==> config.mk <==
export PLATFORM = sky130hd
export DESIGN_NAME = mem_access_unit
export DESIGN_NICKNAME = d
export VERILOG_FILES = /design/src/rtl/mem_access_unit.sv
export SDC_FILE = /design/constraint.sdc
export NUM_CORES = 1
export LEC_CHECK = 0
export BUFFER_PORTS_ARGS = -buffer_cell sky130_fd_sc_hd__buf_2
export CAP_MARGIN = 20
export CORE_MARGIN = 2
export CORE_UTILIZATION = 45
export DETAILED_ROUTE_END_ITERATION = 8
export HOLD_SLACK_MARGIN = 0.15
export PLACE_DENSITY = 0.85
export SLEW_MARGIN = 20
export SYNTH_ARGS = -nofsm -noshare
export SYNTH_HDL_FRONTEND = slang
export SYNTH_SLANG_ARGS = --single-unit
==> constraint.sdc <==
create_clock -name clk -period 2.87 [get_ports clk]
set_input_delay 0.574 -clock clk [delete_from_list [all_inputs] [get_ports clk]]
set_output_delay 0.574 -clock clk [all_outputs]
set_load 0.01 [all_outputs]
==> src/rtl/mem_access_unit.sv <==
// Memory-access stage: passes execute results to writeback or runs one data-bus
// transaction, with load lane extraction, store lane steering and misalign trap.
//
// state | meaning
// IDLE  | ready for a new execute result; retires ALU ops and trapped accesses
// BUS   | bus transaction outstanding, upstream stalled until bus_ack
module mem_access_unit #(
  parameter int ADDR_W = 32
) (
  input  logic              clk,
  input  logic              rst,
  input  logic              in_valid,
  output logic              in_ready,
  input  logic [31:0]       regcData_i,
  input  logic [4:0]        regcAddr_i,
  input  logic              regcWr_i,
  input  logic [ADDR_W-1:0] memAddr_i,
  input  logic [31:0]       memData_i,
  input  logic              readWr_i,
  input  logic              writeWr_i,
  input  logic [3:0]        rmask_i,
  input  logic [3:0]        wmask_i,
  input  logic              load_signed_i,
  output logic              bus_req,
  output logic              bus_we,
  output logic [ADDR_W-1:0] bus_addr,
  output logic [31:0]       bus_wdata,
  output logic [3:0]        bus_wstrb,
  input  logic              bus_ack,
  input  logic [31:0]       bus_rdata,
  output logic              wb_valid,
  output logic [31:0]       wb_data,
  output logic [4:0]        wb_addr,
  output logic              wb_wr,
  output logic              misalign
);

  typedef enum logic {IDLE, BUS} state_t;

  state_t      state, state_nxt;
  logic        accept, is_mem, is_store, aligned;
  logic [3:0]  acc_mask;
  logic [1:0]  lat_off;
  logic [3:0]  lat_mask;
  logic        lat_signed, lat_store, lat_regc_wr;
  logic [31:0] lat_regc_data;
  logic [4:0]  lat_regc_addr;
  logic [31:0] rd_shift, ld_val;

  assign in_ready = (state == IDLE) & ~rst;
  assign accept   = in_valid & in_ready;
  assign is_mem   = readWr_i | writeWr_i;
  assign is_store = writeWr_i;
  assign acc_mask = is_store ? wmask_i : rmask_i;
  assign bus_req  = (state == BUS);

  // Illegal sizes are folded into "not aligned" so they trap the same way.
  always_comb begin
    aligned = 1'b0;
    case (acc_mask)
      4'b0001: aligned = 1'b1;
      4'b0011: aligned = ~memAddr_i[0];
      4'b1111: aligned = (memAddr_i[1:0] == 2'b00);
      default: aligned = 1'b0;
    endcase
  end

  always_ff @(posedge clk) begin
    if (rst) state <= IDLE;
    else     state <= state_nxt;
  end

  always_comb begin
    state_nxt = state;
    case (state)
      IDLE:    if (accept && is_mem && aligned) state_nxt = BUS;
      BUS:     if (bus_ack) state_nxt = IDLE;
      default: state_nxt = IDLE;
    endcase
  end

  assign rd_shift = bus_rdata >> {lat_off, 3'b000};

  always_comb begin
    ld_val = rd_shift;
    case (lat_mask)
      4'b0001: ld_val = {{24{lat_signed & rd_shift[7]}}, rd_shift[7:0]};
      4'b0011: ld_val = {{16{lat_signed & rd_shift[15]}}, rd_shift[15:0]};
      default: ld_val = rd_shift;
    endcase
  end

  always_ff @(posedge clk) begin
    if (rst) begin
      bus_we        <= 1'b0;
      bus_addr      <= '0;
      bus_wdata     <= '0;
      bus_wstrb     <= '0;
      wb_valid      <= 1'b0;
      wb_data       <= '0;
      wb_addr       <= '0;
      wb_wr         <= 1'b0;
      misalign      <= 1'b0;
      lat_off       <= '0;
      lat_mask      <= '0;
      lat_signed    <= 1'b0;
      lat_store     <= 1'b0;
      lat_regc_wr   <= 1'b0;
      lat_regc_data <= '0;
      lat_regc_addr <= '0;
    end else begin
      wb_valid <= 1'b0;
      misalign <= 1'b0;
      if (accept) begin
        if (!is_mem) begin
          wb_valid <= 1'b1;
          wb_data  <= regcData_i;
          wb_addr  <= regcAddr_i;
          wb_wr    <= regcWr_i;
        end else if (!aligned) begin
          wb_valid <= 1'b1;
          wb_data  <= regcData_i;
          wb_addr  <= regcAddr_i;
          wb_wr    <= 1'b0;
          misalign <= 1'b1;
        end else begin
          bus_we        <= is_store;
          bus_addr      <= {memAddr_i[ADDR_W-1:2], 2'b00};
          bus_wdata     <= is_store ? (memData_i << {memAddr_i[1:0], 3'b000}) : 32'd0;
          bus_wstrb     <= is_store ? (wmask_i << memAddr_i[1:0]) : 4'b0000;
          lat_off       <= memAddr_i[1:0];
          lat_mask      <= rmask_i;
          lat_signed    <= load_signed_i;
          lat_store     <= is_store;
          lat_regc_wr   <= regcWr_i;
          lat_regc_data <= regcData_i;
          lat_regc_addr <= regcAddr_i;
        end
      end else if (state == BUS && bus_ack) begin
        wb_valid <= 1'b1;
        wb_addr  <= lat_regc_addr;
        wb_data  <= lat_store ? lat_regc_data : ld_val;
        wb_wr    <= lat_store ? 1'b0 : lat_regc_wr;
      end
    end
  end

endmodule

# Word-level counts from Yosys, hierarchy flattened
# Cells that the tools add are included.
# word_totals
register_bits	153
ram_bits	0
memories	0
inputBits	149
romBits	0
output_inout_bits	111
latchBits	0
# classes
eq_ne	6
n_mul	0
bitwise	10
order_cmp	0
shifts	3
div_mod_pow	0
add_sub_neg	0
mux	26
reduce_logical	8
# ops
op	n
2-to-1 mux 32 bit	6
case mux 32 bit (2 select lines)	1
left shift 32 x 5 -> 32 bit	1
>> shifter 32 x 5 -> 32 bit	1
2-to-1 mux 5 bit	4
2-to-1 mux 1 bit	11
== test 4 x 1 -> 1 bit, second input constant	2
== test 4 x 2 -> 1 bit, second input constant	2
2-to-1 mux 4 bit	2
NOT 1 bit	5
bitwise AND 1 bit	4
== test 4 bit, second input constant	1
left shift 4 x 2 -> 4 bit	1
logical AND 1 bit	3
!= test 3 bit, second input constant	1
case mux 1 bit (3 select lines)	1
AND reduction 3 bit	1
OR reduction 3 bit	1
zero test 2 bit	1
case mux 1 bit (2 select lines)	1
AND reduction 2 bit	1
nonzero test 2 bit	1
bitwise OR 1 bit	1

# Logic depth before layout (Yosys ltp)
# depth
ltp_word	7
ltp_mapped	11
ltp_nobuf	6

# Least setup slack after synthesis
# Ideal clock, no wire load.
# synth_timing
path_type	input -> register
start	input port memAddr_i[0]
end	register wb_data[16]
arrival_ns	2.138
cell_stages	9
setup_time_ns	0.132
slack_ns	0.600
required_ns	2.738
path_cell_list	buf_2 -> nor3b_2 -> and3_1 -> or4_1 -> buf_4 -> a22o_2 -> buf_4 -> nor3_1 -> nor3_1
# synth_via
elab_chain_cells	4
elab_cells_between_ends	5
# synth_lines
item	line_no	source
from (decl)	17	input logic [ADDR_W-1:0] memAddr_i,
zero test 2 bit or NOT 1 bit (tied branches)	63, 62	
case mux 1 bit (3 select lines) *	60	case (acc_mask)
!= test 3 bit (no source line) *	--	
AND reduction 2 bit (no source line) *	--	
to (signal assigned)	117	wb_data <= regcData_i;
to (signal assigned)	122	wb_data <= regcData_i;
to (signal assigned)	142	wb_data <= lat_store ? lat_regc_data : ld_val;
to (decl)	32	output logic [31:0] wb_data,
# Mark *: on every way between the ends. The rest lies on a longest branch, timed or not.
# A chain may end at the register's enable or synchronous reset.

==> results.cfg <==
[sta]
max_freq_ghz = 0.429
hold_viol_final = 0
fin_setup_tns_ps = 0
final.min_clock_period_ps = 2330
worst_slew_margin_rel = 0.351
drv_slew = 0
finClkSkew_ps = 7.84
fin_crit_sh = 0.813
worst_pin_slew_ps = 973
setup_viol = 0
rsz0062_at_grt = false

[detailed_routing]
routedWlPerCell_um = 16.7
drtPass1Iterations = 5
via_per_inst = 5.52
drt_wl_total_um = 23300
ant_nets = 0
first_iter_violations = 555
drc = 0
via_count = 7691

[worst_setup_path]
cp-start-kind = flip-flop
r2r-start = lat_off[0]
cp.required_ps = 2300
slowest_delay_ps = 710
ff2ff_path_depth = 8
timing.critical_path.from = lat_store
crit_type = reg2out
critPathMaxFanout = 34
rr_endpoint = wb_data[17]
cp-end-kind = output port
crit_end = bus_we
regToRegSetupSlack_ps = 570
arrival_ps = 1760
crit_cells = 2
crit_chain = buf_4 -> buf_2
slowest_stage = dfxtp_2
path_delay_family = flip-flops
path_buf_inv = 2

[synth]
synth_seq_cells = 153
yosysWarnings = 0
synth_area_mm2 = 0.00728
syn_area_per_cell_um2 = 7.70
async_reset_ff_frac = 0
synth.distinct_cells = 43
synthCells = 946
synth_ff_type = dfxtp_1
seq_area_frac_synth = 0.421
synth_edf_count = 0

[clock_tree]
cts_resized = 0
clk_pin_slew_worst_paths_ps = 60
h-tree-depth = 4
cts-root-buf = clkbuf_16
clock-sinks = 153
cts_tree = built
cts_setup_buffers = 0
cts_buffers = 17
cts.hold.buffers_added = 0
clkLatencyLatePin_ps = 420
cts.path.max_buffers = 2

[power_and_ir_drop]
vdd_drop_max_uv = 413
total_power_w = 0.00500
pwr_density_cell_mw_per_mm2 = 539
leakage_nw = 3.92

[floorplanning]
dieArea_mm2 = 0.0172
dieHeight_um = 131
fp.dieW_um = 131
initial_core_util = 0.460
pin_count = 260
coreArea_mm2 = 0.0158
num_rows = 46

[final_layout]
multi_input_area_mm2 = 0.00373
seq_area_mm2 = 0.00306
area.growth.synth_to_final_pct = 27.3
nFillCells = 1409
nNetsFinal = 1314
drive_gt1_frac = 0.280
design_area_mm2 = 0.00927

[min_path]
hold_class = in2reg

[global_routing]
grt_usage = 0.264
grt_max_degree = 88
grt_overflow = 0
grt_pass1_wl_um = 36600
antenna_found_initial = 1
grt_pass1_vias = 7114

[run]
max_cap_violations = 0

[placement]
placed_area_mm2 = 0.00869
portBuffers = 257
place.gp.congestion = 0.948
post-dp-hpwl_um = 16500

[status]
status = complete, no violations
routing by layer:
layer / part of all wire / wire (um) / vias up / global-route usage
met4: 0.023 / 535 / 0 / 0.103
li1: - / - / 3704 / -
met5: 0 / 0 / - / 0
met2: 0.48 / 11100 / 362 / 0.436
met3: 0.093 / 2160 / 43 / 0.0799
met1: 0.41 / 9510 / 3582 / 0.323
worst min-delay path by stage:
| stage | start | to | slack, ps | cells after the start |
|---|---|---|---|---|
| 3_5_place_dp | wb_data[3] | wb_data[3] | 440 | 2 |
| 3_3_place_gp | bus_wdata[3] | bus_wdata[3] | 440 | 2 |
| 4_1_cts | memAddr_i[5] | bus_addr[5] | 370 | 3 |
| 5_1_grt | memAddr_i[20] | bus_addr[20] | 370 | 3 |
| 6_report | memAddr_i[5] | bus_addr[5] | 380 | 3 |
| 2_1_floorplan | lat_mask[0] | lat_mask[0] | 430 | 2 |
where the power goes:
part | switching (W) | internal [W] | total, W | leakage [nW]
Clock | 0.000883 | 0.00132 | 0.00220 | 0.279
Sequential | 0.0000317 | 0.00218 | 0.00221 | 1.24
Combinational | 0.000343 | 0.000239 | 0.000583 | 2.40
placed cells by master (no fill, tap or decap), drive strengths merged, types with 4 or more instances in the layout:
cell type / netlist / final
buf: 45 / 284
nand2: 230 / 230
a21oi: 166 / 166
dfxtp: 153 / 153
nor2: 51 / 51
mux2i: 38 / 38
o21ai: 24 / 24
clkbuf: 40 / 20
nor3: 18 / 18
nand3: 18 / 18
inv: 16 / 18
a211oi: 15 / 15
o2111ai: 11 / 11
and3: 10 / 10
nor2b: 9 / 9
a221oi: 9 / 9
mux2: 9 / 9
or3: 9 / 9
and2: 9 / 9
o211ai: 8 / 8
a311oi: 8 / 8
a21o: 7 / 7
o22a: 7 / 7
o31ai: 7 / 7
o22ai: 7 / 7
nand2b: 5 / 5
nor3b: 4 / 4
clkinv: 0 / 4
stage by stage:
step | utilization | setup WS, ps | hold WS [ps] | cells
2_1_floorplan | - | 600 | 432 | 947
3_3_place_gp | 0.549 | 296 | 437 | 1362
3_5_place_dp | 0.549 | 258 | 442 | 1362
4_1_cts | 0.586 | 542 | 368 | 1392
5_1_grt | 0.586 | 349 | 368 | 1392
6_report | 0.586 | 537 | 385 | 1393
cell type report:
cell class                 count  area share
tap                          216      0.0291
timing repair buffer         284       0.169
clock buffer                  20      0.0493
clock inverter                10      0.0130
sequential                   153       0.330
multi-input combinational    693       0.403
antenna                        1    0.000270
inverter                      16     0.00648
Yosys cell counts (2+ instances only):
| cell type | instances | area, um^2 |
|---|---|---|
| a211oi_1 | 15 | 113 |
| a21o_1 | 7 | 52.6 |
| a21oi_1 | 166 | 831 |
| a221oi_1 | 9 | 78.8 |
| a311oi_1 | 8 | 70.1 |
| and2_1 | 9 | 56.3 |
| and3_1 | 10 | 62.6 |
| buf_1 | 5 | 18.8 |
| buf_2 | 25 | 125 |
| buf_4 | 5 | 37.5 |
| buf_6 | 10 | 113 |
| clkbuf_1 | 40 | 150 |
| dfxtp_1 | 153 | 3060 |
| inv_1 | 16 | 60.1 |
| mux2_2 | 9 | 101 |
| mux2i_1 | 38 | 380 |
| nand2_1 | 229 | 860 |
| nand2b_1 | 5 | 31.3 |
| nand3_1 | 18 | 90.1 |
| nand4b_1 | 2 | 17.5 |
| nor2_1 | 51 | 191 |
| nor2b_1 | 9 | 56.3 |
| nor3_1 | 18 | 90.1 |
| nor3b_1 | 3 | 22.5 |
| o2111ai_1 | 11 | 96.3 |
| o211ai_1 | 8 | 60.1 |
| o21ai_0 | 24 | 120 |
| o22a_1 | 7 | 61.3 |
| o22ai_1 | 7 | 43.8 |
| o31ai_1 | 7 | 52.6 |
| or3_1 | 9 | 56.3 |
| or4_1 | 2 | 15.0 |
sequential cells by signal, summed over array words and instances (netlist names):
register / flops
bus_wdata: 32
lat_regc_data: 32
lat_store: 1
bus_addr: 30
bus_req: 1
bus_wstrb: 4
lat_signed: 1
lat_off: 2
lat_mask: 4
wb_valid: 1
misalign: 1
lat_regc_addr: 5
wb_wr: 1
wb_data: 32
lat_regc_wr: 1
wb_addr: 5
tightest hold or removal path, stage by stage:
cell	delay (ps)
buf_2	90
nand2_1	50
a21oi_1	50
kinds of logic (layout without fill, tap and decap cells):
| family | count (synthesis) | after routing | synth area share |
|---|---|---|---|
| compound gates | 275 | 275 | 0.226 |
| simple gates | 368 | 368 | 0.217 |
| buf+inv | 101 | 330 | 0.0692 |
| other cells | 1 | 3 | 0.000515 |
| mux | 47 | 47 | 0.0661 |
| xor+xnor | 1 | 1 | 0.00120 |
| flops | 153 | 153 | 0.421 |
Power figures use the tool's default switching activity.
